<file path="src/rtl/vga_timing_monitor.sv">
// Recovers scan position from incoming h_sync/v_sync and measures line/frame timing.
// Reports lock after LOCK_FRAMES consecutive clean frames; err pulses on any timing violation.
module vga_timing_monitor #(
    parameter int CNT_W          = 11,
    parameter bit HS_ACTIVE_HIGH = 1'b1,
    parameter bit VS_ACTIVE_HIGH = 1'b1,
    parameter int LOCK_FRAMES    = 2
) (
    input  logic             pixel_clk,
    input  logic             rst_n,
    input  logic             h_sync_in,
    input  logic             v_sync_in,
    output logic [CNT_W-1:0] h_count,
    output logic [CNT_W-1:0] v_count,
    output logic [CNT_W-1:0] h_total,
    output logic [CNT_W-1:0] h_sync_width,
    output logic [CNT_W-1:0] v_total,
    output logic [CNT_W-1:0] v_sync_width,
    output logic             line_start,
    output logic             frame_start,
    output logic             locked,
    output logic             err
);

    localparam logic [CNT_W-1:0] CNT_MAX = '1;
    localparam logic [CNT_W-1:0] CNT_ONE = 1;
    localparam logic [3:0]       LOCK_C  = 4'(LOCK_FRAMES);

    logic             hs_q1_q, hs_q1_d, hs_q2_q, hs_q2_d;
    logic             vs_q1_q, vs_q1_d, vs_q2_q, vs_q2_d;
    logic             h_seen_q, h_seen_d, v_seen_q, v_seen_d;
    logic             vt_valid_q, vt_valid_d;
    logic             ref_h_valid_q, ref_h_valid_d;
    logic             frame_clean_q, frame_clean_d;
    logic [CNT_W-1:0] h_count_q, h_count_d, v_count_q, v_count_d;
    logic [CNT_W-1:0] h_total_q, h_total_d, v_total_q, v_total_d;
    logic [CNT_W-1:0] h_sync_width_q, h_sync_width_d;
    logic [CNT_W-1:0] v_sync_width_q, v_sync_width_d;
    logic [CNT_W-1:0] hw_cnt_q, hw_cnt_d, vw_cnt_q, vw_cnt_d;
    logic [CNT_W-1:0] ref_h_q, ref_h_d;
    logic [3:0]       stable_q, stable_d;
    logic             locked_q, locked_d;
    logic             err_q, err_d;
    logic             line_start_q, line_start_d;
    logic             frame_start_q, frame_start_d;

    logic             hs_norm, vs_norm;
    logic             hs_lead, hs_trail, vs_lead, vs_trail;
    logic [CNT_W-1:0] h_meas, v_meas, vw_base;
    logic             h_mismatch, v_mismatch, h_timeout, violation, frame_close;

    assign hs_norm  = HS_ACTIVE_HIGH ? h_sync_in : ~h_sync_in;
    assign vs_norm  = VS_ACTIVE_HIGH ? v_sync_in : ~v_sync_in;
    assign hs_lead  = hs_q1_q & ~hs_q2_q;
    assign hs_trail = ~hs_q1_q & hs_q2_q;
    assign vs_lead  = vs_q1_q & ~vs_q2_q;
    assign vs_trail = ~vs_q1_q & vs_q2_q;

    assign h_meas = (h_count_q == CNT_MAX) ? CNT_MAX : h_count_q + CNT_ONE;
    assign v_meas = (v_count_q == CNT_MAX) ? CNT_MAX : v_count_q + CNT_ONE;

    // The hsync edge that coincides with a vsync edge closes the last line of the old frame.
    assign h_mismatch  = hs_lead & h_seen_q & ref_h_valid_q & (h_meas != ref_h_q);
    assign h_timeout   = ~hs_lead & (h_count_q == CNT_MAX - CNT_ONE);
    assign frame_close = vs_lead & v_seen_q;
    assign v_mismatch  = frame_close & vt_valid_q & (v_meas != v_total_q);
    assign violation   = h_mismatch | v_mismatch | h_timeout;

    always_comb begin
        hs_q1_d        = hs_norm;
        hs_q2_d        = hs_q1_q;
        vs_q1_d        = vs_norm;
        vs_q2_d        = vs_q1_q;
        h_seen_d       = h_seen_q;
        v_seen_d       = v_seen_q;
        vt_valid_d     = vt_valid_q;
        ref_h_valid_d  = ref_h_valid_q;
        ref_h_d        = ref_h_q;
        frame_clean_d  = frame_clean_q;
        h_count_d      = h_count_q;
        v_count_d      = v_count_q;
        h_total_d      = h_total_q;
        v_total_d      = v_total_q;
        h_sync_width_d = h_sync_width_q;
        v_sync_width_d = v_sync_width_q;
        hw_cnt_d       = '0;
        vw_cnt_d       = '0;
        vw_base        = '0;
        stable_d       = stable_q;
        err_d          = violation;
        line_start_d   = hs_lead;
        frame_start_d  = vs_lead;

        if (hs_lead) begin
            h_count_d = '0;
            h_seen_d  = 1'b1;
            if (h_seen_q) begin
                h_total_d = h_meas;
                if (!ref_h_valid_q) begin
                    ref_h_d       = h_meas;
                    ref_h_valid_d = 1'b1;
                end
            end
        end else if (h_count_q != CNT_MAX) begin
            h_count_d = h_count_q + CNT_ONE;
        end

        if (hs_q1_q) begin
            hw_cnt_d = (hw_cnt_q == CNT_MAX) ? CNT_MAX : hw_cnt_q + CNT_ONE;
        end
        if (hs_trail) begin
            h_sync_width_d = hw_cnt_q;
        end

        if (vs_lead) begin
            v_count_d = '0;
            v_seen_d  = 1'b1;
            if (v_seen_q) begin
                v_total_d  = v_meas;
                vt_valid_d = 1'b1;
            end
        end else if (hs_lead && v_count_q != CNT_MAX) begin
            v_count_d = v_count_q + CNT_ONE;
        end

        if (vs_q1_q) begin
            vw_base  = vs_lead ? '0 : vw_cnt_q;
            vw_cnt_d = (hs_lead && vw_base != CNT_MAX) ? vw_base + CNT_ONE : vw_base;
        end
        if (vs_trail) begin
            v_sync_width_d = vw_cnt_q;
        end

        if (vs_lead) begin
            frame_clean_d = 1'b1;
            ref_h_valid_d = 1'b0;
            if (frame_close && frame_clean_q && !h_mismatch && !h_timeout && !v_mismatch
                && stable_q != 4'hf) begin
                stable_d = stable_q + 4'd1;
            end
        end else if (h_mismatch || h_timeout) begin
            frame_clean_d = 1'b0;
        end

        if (violation) begin
            stable_d = '0;
        end
        locked_d = (stable_d >= LOCK_C);
    end

    always_ff @(posedge pixel_clk or negedge rst_n) begin
        if (!rst_n) begin
            hs_q1_q        <= 1'b0;
            hs_q2_q        <= 1'b0;
            vs_q1_q        <= 1'b0;
            vs_q2_q        <= 1'b0;
            h_seen_q       <= 1'b0;
            v_seen_q       <= 1'b0;
            vt_valid_q     <= 1'b0;
            ref_h_valid_q  <= 1'b0;
            ref_h_q        <= '0;
            frame_clean_q  <= 1'b0;
            h_count_q      <= '0;
            v_count_q      <= '0;
            h_total_q      <= '0;
            v_total_q      <= '0;
            h_sync_width_q <= '0;
            v_sync_width_q <= '0;
            hw_cnt_q       <= '0;
            vw_cnt_q       <= '0;
            stable_q       <= '0;
            locked_q       <= 1'b0;
            err_q          <= 1'b0;
            line_start_q   <= 1'b0;
            frame_start_q  <= 1'b0;
        end else begin
            hs_q1_q        <= hs_q1_d;
            hs_q2_q        <= hs_q2_d;
            vs_q1_q        <= vs_q1_d;
            vs_q2_q        <= vs_q2_d;
            h_seen_q       <= h_seen_d;
            v_seen_q       <= v_seen_d;
            vt_valid_q     <= vt_valid_d;
            ref_h_valid_q  <= ref_h_valid_d;
            ref_h_q        <= ref_h_d;
            frame_clean_q  <= frame_clean_d;
            h_count_q      <= h_count_d;
            v_count_q      <= v_count_d;
            h_total_q      <= h_total_d;
            v_total_q      <= v_total_d;
            h_sync_width_q <= h_sync_width_d;
            v_sync_width_q <= v_sync_width_d;
            hw_cnt_q       <= hw_cnt_d;
            vw_cnt_q       <= vw_cnt_d;
            stable_q       <= stable_d;
            locked_q       <= locked_d;
            err_q          <= err_d;
            line_start_q   <= line_start_d;
            frame_start_q  <= frame_start_d;
        end
    end

    assign h_count      = h_count_q;
    assign v_count      = v_count_q;
    assign h_total      = h_total_q;
    assign h_sync_width = h_sync_width_q;
    assign v_total      = v_total_q;
    assign v_sync_width = v_sync_width_q;
    assign line_start   = line_start_q;
    assign frame_start  = frame_start_q;
    assign locked       = locked_q;
    assign err          = err_q;

endmodule

</file>
<file path="config.mk">
export PLATFORM = sky130hd
export DESIGN_NAME = vga_timing_monitor
export DESIGN_NICKNAME = d
export VERILOG_FILES = /design/src/rtl/vga_timing_monitor.sv
export SDC_FILE = /design/constraint.sdc
export NUM_CORES = 1
export LEC_CHECK = 0
export BUFFER_PORTS_ARGS = -buffer_cell sky130_fd_sc_hd__buf_2
export CORE_UTILIZATION = 57
export CTS_BUF_LIST = sky130_fd_sc_hd__clkbuf_16
export DETAILED_ROUTE_END_ITERATION = 10
export GPL_ROUTABILITY_DRIVEN = 0
export HOLD_SLACK_MARGIN = 0.12
export PLACE_DENSITY_LB_ADDON = 0.05
export RECOVER_POWER = 25
export SETUP_SLACK_MARGIN = 0.05
export SLEW_MARGIN = 0
export SYNTH_ARGS = -nofsm -noshare
export SYNTH_HDL_FRONTEND = slang
export SYNTH_SLANG_ARGS = --single-unit
export TNS_END_PERCENT = 5
</file>
<file path="constraint.sdc">
create_clock -name pixel_clk -period 3.1 [get_ports pixel_clk]
set_clock_uncertainty 0.2 [all_clocks]
set_input_delay 0.155 -clock pixel_clk [delete_from_list [all_inputs] [get_ports pixel_clk]]
set_output_delay 0.155 -clock pixel_clk [all_outputs]
set_load 0.1 [all_outputs]
</file>
==> metrics.md <==
| Metric | Value |
|---|---|
| Setup Total Neg Slack | 0 ns |
| GRT Total Usage | 27.3% |
| Leading cell types by count after synthesis | 116 x dfrtp_1, 56 x nand2_1, 56 x nor2_1 |
| Die Span Y | 102 microns |
| Stages on the worst setup path | 8 |
| Clock latency on the worst-skew pair | 0.41 ns |
| Drt drc | 0 |
| Slowest-stage cell, CP | dfrtp_2 |
| Clock buffer depth | 2 |
| Congestion Overflow GR | 0 |
| Synth warn | 0 |
| Vias | 4,612 |
| Pre-antenna DRT Iters | 5 |
| Antenna violations before repair | 0 |
| Area growth, synth to finish | 18.9% |
| Root buf cell | clkbuf_16 |
| # rows | 36 |
| Number of flops mapped to enable cells by yosys | 0 |
| Synth top area cells | dfrtp_1 51%, mux2_2 4.3%, xor2_1 4.0% |
| Critical hold path startpoint | v_sync_in |
| Wire per inst | 16.2 microns |
| Flop-to-flop setup slack | 0.25 ns |
| Netlist Area Pre-Place | 0.00572 sq mm |
| Vias in the first global route | 4,363 |
| Tmin final | 2.85 ns |
| Crit Path Class | reg2reg |
| Setup bufs post-CTS | 0 |
| Crit share post-route | 91.8% |
| Initial core utilization | 58.8% |
| H-tree levels | 4 |
| Hold Path Depth | 2 |
| Crit. End Element | flop |
| Drt total wl | 12,900 microns |
| 1st-iter DRT viols | 300 |
| Worst-Margin Slew | 1.42 ns |
| PwrDens | 699 mW/mm^2 |
| CP bufs+invs | 0 |
| Yosys cell types | 63 |
| CP cell instances | ha_2 -> and3_2 -> nand3_2 -> and3_4 -> a2111o_1 -> nor4_4 -> nor2_2 -> or2_1 |
| Hold Crit Endpoint | vs_q1_q |
| Sink Count | 116 |
| Pin count of the biggest net entering global routing | 57 |
| CORE AREA | 0.00973 sq mm |
| # diodes | 0 |
| CP Launch Type | flop |
| Ys async rst share | 100% |
| Post-synth top flop | dfrtp_1 |
| Synth Register Bits | 116 |
| Number of CTS-inserted buffers | 17 |
| Sequential share of the synthesized area | 50.8% |
| Max incr delay on CP | 0.45 ns |
| CTS tree | yes |
| Die ar. | 0.0104 sq mm |
| Die X | 102 microns |
| Area leader, netlist | dfrtp_1 |
| Static leakage | 3.17 nW |
| Vias per inst | 5.78 |
| Post-detail-place hpwl | 8870 microns |
| Cells on worst reg2reg path | 8 |
| CP top delay family | simple AND/OR/NAND/NOR gates |
| Layout cell share with drive strength beyond 1 | 24.2% |
| Clk slew on worst S/H paths | 0.05 ns |
| Synthesized net count | 584 |
| RR Startpoint | h_count[0] |
| R2R Path End | err |
| Final Max Slew Viols | 0 |
| I/O Buffers | 73 |
| VDD IR-drop max | 0.000467 V |
| Fin. Hold Viols | 0 |
| Post-Syn Instances | 574 |
| Syn_area_per_cell | 9.96 sq um |
| Top-count cell post-synth | dfrtp_1 |
| Post-synth top area share | 50.8% |
| Arr. time, crit path | 2.94 ns |
| Status | finished clean |
| Relative max-transition margin | 5.02% |
| Hold Crit Class | in2reg |
| Nets@finish | 662 |
| Detail Route Antenna Nets | 0 |
| RSZ-0062 raised after global routing | no |
| Max Clk Rate | 351 MHz |
| Io pins | 74 |
| Hold WS | 0.189 ns |
| Max Cap Violations | 0 |
| Final setup violating endpoints | 0 |
| Crit Path Max Fanout | 10 |
| First-pass GRT wire length | 21,500 microns |
| Crit path required time | 3.19 ns |
[power by group]
| group | total (W) | switching, W | internal [W] | leakage (nW) |
|---|---|---|---|---|
| combinational | 0.00114 | 0.000885 | 0.000257 | 1.37 |
| clock | 0.00181 | 0.000658 | 0.00116 | 0.277 |
| sequential | 0.00180 | 0.000153 | 0.00164 | 1.53 |
[cell usage in the layout (no fill, tap or decap), drive strengths merged, types with 6 or more instances in the layout]
cell type / count
a31oi: 17
mux2: 23
inv: 20
nor2: 58
nand2b: 10
and3: 16
xor2: 26
and2: 7
a21oi: 6
dfrtp: 116
nor3: 19
o21ai: 43
nand4: 13
nand2: 56
ha: 6
nand3: 25
a21boi: 10
xnor2: 13
and4: 7
buf: 80
nor4: 6
clkbuf: 21
[state kept, by name, summed over array words and instances, names as in the netlist, 4 cells and up]
name	count
v_count	11
ref_h_q	11
v_sync_width	11
h_sync_width	11
stable_q	4
v_total	11
hw_cnt_q	11
h_total	11
h_count	11
vw_cnt_q	11
[area by class of cell]
| type | count | area, sq um |
|---|---|---|
| clock buffers | 17 | 425 |
| inverters | 15 | 56.3 |
| multi-input cells | 415 | 2640 |
| repair buffers | 87 | 468 |
| well taps | 133 | 166 |
| fillers | 776 | 2930 |
| clock inverters | 15 | 128 |
| flip-flops and latches | 116 | 2920 |
[worst reg2reg max path: stages, from the launching register on]
cell      delay (ns)
dfrtp_2         0.45
ha_2            0.29
and3_2          0.33
nand3_2         0.14
and3_4          0.23
a2111o_1        0.44
nor4_4          0.31
nor2_2          0.11
or2_1           0.23
[through the flow]
step / utilization [%] / power (W) / worst slack, ns / cell area, sq um / cells
6_report: 69.9 / 0.00475 / 0.253 / 6800 / 798
2_1_floorplan: - / 0.00271 / 0.0600 / 5730 / 574
4_1_cts: 70.1 / 0.00478 / 0.120 / 6820 / 798
3_5_place_dp: 64.1 / 0.00295 / 0.128 / 6240 / 763
5_1_grt: 69.9 / 0.00494 / 0.101 / 6800 / 798
3_3_place_gp: 64.1 / 0.00293 / 0.225 / 6240 / 763
[how the worst max path moves through the flow]
| stage | endpoint | slack [ns] | from |
|---|---|---|---|
| 5_1_grt | err | 0.10 | h_count[0] |
| 3_3_place_gp | err | 0.22 | h_count[0] |
| 2_1_floorplan | err | 0.06 | h_count[4] |
| 6_report | err | 0.25 | h_count[0] |
| 4_1_cts | err | 0.12 | h_count[0] |
| 3_5_place_dp | err | 0.13 | h_count[0] |
[logic make-up after synthesis]
group	count (synthesis)	share of synthesized area [%]
and+or+nand+nor	229	20.6
DFF	116	50.8
AOI/OAI and AO/OA	114	13.0
buffers and inverters	43	3.17
xor gates and xnor gates	39	5.97
muxes	27	5.23
adders and majority gates	6	1.31
[routing by layer]
| layer | GRT usage (%) | part of all wire (%) | vias up |
|---|---|---|---|
| li1 | - | - | 2199 |
| met1 | 37.2 | 46 | 2264 |
| met2 | 41.4 | 48 | 133 |
| met3 | 8.76 | 5.1 | 16 |
| met4 | 9.12 | 1.4 | 0 |
| met5 | 0 | 0 | - |
[what timing repair did]
action | in CTS | in global routing
hold buffers | 3 | 0
setup endpoints to repair | 0 | 6
gates resized for setup | 0 | 2
hold endpoints to repair | 55 | 0
No activity file was read; power rests on OpenSTA's default activity.
